**config.mk**
```make
export PLATFORM = sky130hd
export DESIGN_NAME = fsm_seq_arbiter
export DESIGN_NICKNAME = d
export VERILOG_FILES = /design/src/rtl/fsm_seq_arbiter.sv
export SDC_FILE = /design/constraint.sdc
export NUM_CORES = 1
export LEC_CHECK = 0
export ABC_AREA = 1
export CAP_MARGIN = 25
export CORE_ASPECT_RATIO = 1.4
export CORE_UTILIZATION = 33
export CTS_CLUSTER_DIAMETER = 80
export DETAILED_ROUTE_END_ITERATION = 10
export PLACE_DENSITY = 0.65
export SLEW_MARGIN = 20
export SYNTH_ARGS = -nofsm -noshare
export SYNTH_HDL_FRONTEND = slang
export SYNTH_SLANG_ARGS = --single-unit
```
**constraint.sdc**
```tcl
create_clock -name clock -period 1.6 [get_ports clock]
set_input_delay 0.32 -clock clock [delete_from_list [all_inputs] [get_ports clock]]
set_output_delay 0.32 -clock clock [all_outputs]
set_load 0.02 [all_outputs]
```
**src/rtl/fsm_seq_arbiter.sv**
```systemverilog
// Round-robin sequencer: accepts a frame from one of two requesters, clears the shared
// serial Mealy detector, shifts the frame through it MSB-first and returns the captured outputs.
module fsm_seq_arbiter #(
    parameter int WIDTH = 8
) (
    input  logic             clock,
    input  logic             reset_b,
    input  logic             req0_valid,
    input  logic [WIDTH-1:0] req0_data,
    output logic             req0_ready,
    input  logic             req1_valid,
    input  logic [WIDTH-1:0] req1_data,
    output logic             req1_ready,
    output logic             det_reset_b,
    output logic             det_in,
    input  logic             det_out,
    output logic             result_valid,
    output logic [WIDTH-1:0] result_data,
    output logic             result_id,
    input  logic             result_ready,
    output logic [1:0]       dbg_state
);

    localparam int CW = $clog2(WIDTH);

    typedef enum logic [1:0] {
        IDLE  = 2'b00,
        CLEAR = 2'b01,
        SHIFT = 2'b10,
        DONE  = 2'b11
    } state_t;

    state_t           state;
    state_t           next_state;
    logic             last_grant;
    logic [WIDTH-1:0] shift_reg;
    logic [CW-1:0]    bit_cnt;
    logic             grant_any;
    logic             grant_id;

    // Handshakes: a transfer happens on a rising edge where valid and ready are both high.
    // Requesters hold valid/data until ready; ready is offered only in IDLE and only to the
    // granted side. result_valid stays high with stable data until result_ready is seen.
    always_comb begin
        next_state = state;
        grant_any  = 1'b0;
        grant_id   = 1'b0;
        req0_ready = 1'b0;
        req1_ready = 1'b0;
        case (state)
            IDLE: begin
                grant_any = req0_valid | req1_valid;
                if (req0_valid && req1_valid) begin
                    grant_id = ~last_grant;
                end else begin
                    grant_id = req1_valid;
                end
                req0_ready = grant_any & ~grant_id;
                req1_ready = grant_any & grant_id;
                if (grant_any) begin
                    next_state = CLEAR;
                end
            end
            CLEAR: next_state = SHIFT;
            SHIFT: begin
                if (bit_cnt == '0) begin
                    next_state = DONE;
                end
            end
            DONE: begin
                if (result_ready) begin
                    next_state = IDLE;
                end
            end
            default: next_state = IDLE;
        endcase
    end

    // The detector only sees real data in SHIFT; everywhere else it is fed zeros.
    assign det_in       = (state == SHIFT) ? shift_reg[WIDTH-1] : 1'b0;
    assign result_valid = (state == DONE);
    assign dbg_state    = state;

    always_ff @(posedge clock or negedge reset_b) begin
        if (!reset_b) begin
            state       <= IDLE;
            last_grant  <= 1'b1;
            det_reset_b <= 1'b0;
            shift_reg   <= '0;
            bit_cnt     <= '0;
            result_data <= '0;
            result_id   <= 1'b0;
        end else begin
            state <= next_state;
            // Registered so the detector reset is low for exactly the CLEAR cycle.
            det_reset_b <= (next_state != CLEAR);
            case (state)
                IDLE: begin
                    if (grant_any) begin
                        shift_reg   <= grant_id ? req1_data : req0_data;
                        result_id   <= grant_id;
                        result_data <= '0;
                    end
                end
                CLEAR: begin
                    bit_cnt <= CW'(WIDTH - 1);
                end
                SHIFT: begin
                    result_data[bit_cnt] <= det_out;
                    shift_reg            <= {shift_reg[WIDTH-2:0], 1'b0};
                    bit_cnt              <= bit_cnt - 1'b1;
                end
                DONE: begin
                    if (result_ready) begin
                        last_grant <= result_id;
                    end
                end
                default: ;
            endcase
        end
    end

endmodule

```
# Word-level counts from Yosys, hierarchy flattened
# Cells that the tools add are included.
# word_totals
in_bits,22
regBits,24
word_cells,49
out_inout_bits,16
# op_classes
n_bitwise,5
n_addsub,1
reduce_logical,9
n_lt_le_gt_ge,2
eq_ne,5
n_mux,20
# ops
operator,n
8-bit one-hot mux with 2 select lines,2
8-bit two-way mux,3
8-bit bitwise mux,1
1-bit two-way mux,8
2-bit one-hot mux with 4 select lines,1
2-bit two-way mux,3
3-bit one-hot mux with 2 select lines,1
2-bit AND reduction,3
2-bit == test (second input constant),2
3-bit by 4-bit < comparator with 1-bit output (second input constant),1
2-bit nonzero test,2
1-bit demux with 3-bit select,1
3-bit by 1-bit greater-or-equal comparator with 1-bit output (second input constant),1
3-bit zero test,1
3-bit by 1-bit subtractor with 3-bit output (second input constant),1
1-bit bitwise AND,2
2-bit by 1-bit == test with 1-bit output (second input constant),1
1-bit logical AND,2
2-bit zero test,1
2-bit by 1-bit inequality test with 1-bit output (second input constant),1
2-bit inequality test (second input constant),1
1-bit NOT,2
1-bit bitwise OR,1

# Depth between registers and ports, before layout
# logic_depth
word_depth,7
depth_mapped,10
ltp_nobuf,9

# Worst setup path after synthesis
# No wires, ideal clock.
# synth_timing
path_type,reg2out
startpoint,register state[0] (netlist: dbg_state[0])
endpoint,output port req0_ready
t_arrival_ns,1.488
stages_incl_launch_ff,6
setup_slack_ns,-0.208
path_buffers,1
required_ns,1.280
path_cell_list,dfrtp_1 -> inv_1 -> ha_1 -> o21ai_2 -> buf_6 -> a21oi_1
# synth_between
elab_chain_len,2
# synth_lines
item,line,text
start: declaration,33,state_t state;
start signal: assignment,94,state <= next_state;
2-bit zero test,50,case (state)
1-bit two-way mux,50,
end: declaration,10,"output logic req0_ready,"
# No other way between the ends.

# Worst setup path after layout
# Same ends and word-level chain as after synthesis.

==> impl_metrics.yaml <==
outcome:
  outcome: "finished clean"
worst_setup_path:
  cp_num_buf_inv: 2
  critPathLaunch: "dbg_state[0]$_DFF_PN0_"
  crit_chain: "inv_2 > ha_4 > o21ai_4 > a21oi_4 > buf_6"
  crit_path_max_fanout: 4
  critPathArrivalTime_ps: 1280
  required_ps: 1280
  cp-start-kind: "flip-flop"
  critPathSlowestCell: "dfrtp_2"
  slowest_delay_ps: 420
  r2r_start: "dbg_state[0]$_DFF_PN0_"
  path_class: "flip-flop to primary output"
  crit_family: "flip-flops"
  end_kind: "primary output"
placed_design:
  placed_cell_area_um2: 2040
  hpwl_um: 2370
  portBuffers: 37
  dp_slack_ps: -503
  globalplace.congestion: 0.804
timing:
  finalMaxSlewViolations: 0
  max_freq_mhz: 627
  hold_viol_final: 0
  tightest_slew_ps: 316
  post-route-min-period_ps: 1600
  setup_violations: 0
  rsz0062_at_grt: "yes"
  layout_setup_ws_ps: 4.27
  fin_crit_sh_pct: 99.7
  max_slew_margin_pct: 78.9
  clock_skew_ps: 6.18
detailed_routing:
  drc: 0
  drt.antenna.violating_nets: 0
  wl_um: 3230
  num_vias: 1415
  detail_route.wl_per_cell_um: 9.97
  vias_per_cell: 4.37
  first_iter_violations: 54
  dr.pass1.iters: 4
cells_and_area:
  drive_above_1_share_pct: 20.8
  final_area_um2: 2200
  area_growth_pct: 50.2
  nNetsFinal: 293
  diodes: 0
  final-seq-area_um2: 603
  fillCellCount: 418
  final_core_util_pct: 51.9
  multi_input_area_um2: 749
clock_network:
  clk_latency_ps: 270
  cts-root-buf: "clkbuf_8"
  cts.sinks: 24
  cts_buffers: 3
  clkSlewWorstSetupHoldPaths_ps: 90
  htreeDepth: 1
  cts_hold_buf: 0
  cts_tree: "done"
  clk_path_buf_depth: 2
global_route:
  grt_pass1_wl_um: 5600
  grt_max_degree: 25
  grt_pass1_vias: 1306
  grtUsageTotal_pct: 15.3
  gr-total-overflow: 0
  antenna_found_initial: 0
min_path:
  min_path_type: "primary input to asynchronous set/reset pin"
synthesis:
  synthesis.area_um2: 1460
  synth_area_per_cell_um2: 7.25
  ys_seq_area_share_pct: 41.1
  synth_top_area_share_pct: 39.3
  mappedNetlistNets: 230
  syn_inst: 202
  ys_top_cells_by_area: "dfrtp_1, nand2_1, inv_1"
  synth_warnings: 0
  synth-seq-cells: 24
  synthDistinctLibCells: 20
  synth_top_area_cell: "dfrtp_1"
power:
  total_power_mw: 3.83
  peakVddDrop_mv: 0.792
  p_leak_nw: 1.21
  power_density_nw_per_um2: 1740
die:
  dieArea_um2: 4710
  die_w_um: 58.3
  start_util_pct: 34.5
  rows: 28
  fp.coreArea_um2: 4240
  boundaryPins: 38
  die_h_um: 80.8
job:
  drv_cap: 0
-- cells by family after synthesis --
logic type / share of synthesized area, %
adders and majority gates: 5.13
and+or+nand+nor: 33.2
AOI/OAI and AO/OA: 8.72
DFF: 41.1
buffers and inverters: 11.9
-- worst register-to-register path: stages (launching register included) --
cell,delay (ps)
dfrtp_2,420
inv_2,90
buf_6,120
ha_4,150
buf_12,120
nand2_4,60
nand2_4,120
buf_6,140
nand2_1,50
nand2_1,50
o21ai_0,70
-- cell usage in the layout, fill, tap and decap left out, types with 2 or more instances in the layout --
cell type	synthesis	final
nand2_1	75	72
inv_1	33	29
clkdlybuf4s50_1	0	27
buf_4	1	23
dfrtp_1	23	22
nand3_1	22	21
o21ai_0	9	9
nor2_1	7	7
a21oi_1	7	6
inv_2	1	5
buf_6	3	5
ha_1	6	4
clkbuf_8	0	4
nand2_4	2	3
nand2_2	1	3
nand4_1	3	3
dlygate4sd2_1	0	3
dlymetal6s2s_1	0	3
o21ai_2	3	2
a22oi_1	2	2
ha_4	0	2
-- where the power goes --
part	leakage [nW]	internal, mW	switching, mW
Clock	0.0288	0.220	0.195
Combinational	0.879	1.11	1.35
Sequential	0.297	0.830	0.126
-- per-layer routing --
metal / GRT usage (%) / routed length, um
met2: 28.9 / 1750
met4: 5.00 / 16
met5: 0 / 0
met1: 17.6 / 1390
met3: 1.91 / 77
-- through the flow --
stage	cells	hold WS, ps	TNS (ps)
detailed placement	316	466	-4710
global placement	316	464	-4230
global route	324	441	-111
CTS	320	413	-0.944
floorplan	202	24.4	0
finish	324	404	0
-- worst paths after layout --
kind	to	slack, ps	cells after the start
max	req0_ready	4	5
min	shift_reg[1]$_DFFE_PN0P_	400	2
max reg2reg	result_data[6]$_DFFE_PN0P_	110	10
min reg2reg	result_data[7]$_DFFE_PN0P_	480	2
max in group asynchronous	last_grant$_DFFE_PN1P_	910	2
min in group clock	result_data[7]$_DFFE_PN0P_	480	2
-- synthesized netlist by cell type, drive strengths merged --
cell type and number:
o21ai 12, ha 6, inv 34, dfrtp 23, a22oi 2, a31oi 1, nand4 3, nand2 78
dfstp 1, nor2 8, a21oi 7, nand3 22, buf 5
-- area by class of cell --
type	instances	area share (%)
Clock buffer	4	2.50
Tap cell	60	3.41
Inverter	34	5.81
Timing Repair Buffer	63	26.8
Sequential cell	24	27.4
Multi-Input combinational cell	139	34.1
-- repair_timing --
item / CTS / global route
buffers inserted: 0 / 4
resized for setup: 34 / 12
endpoints found under the setup margin: 22 / 17
pin swaps: 1 / 2
endpoints found under the hold margin: 0 / 0
Power figures use the tool's default switching activity.
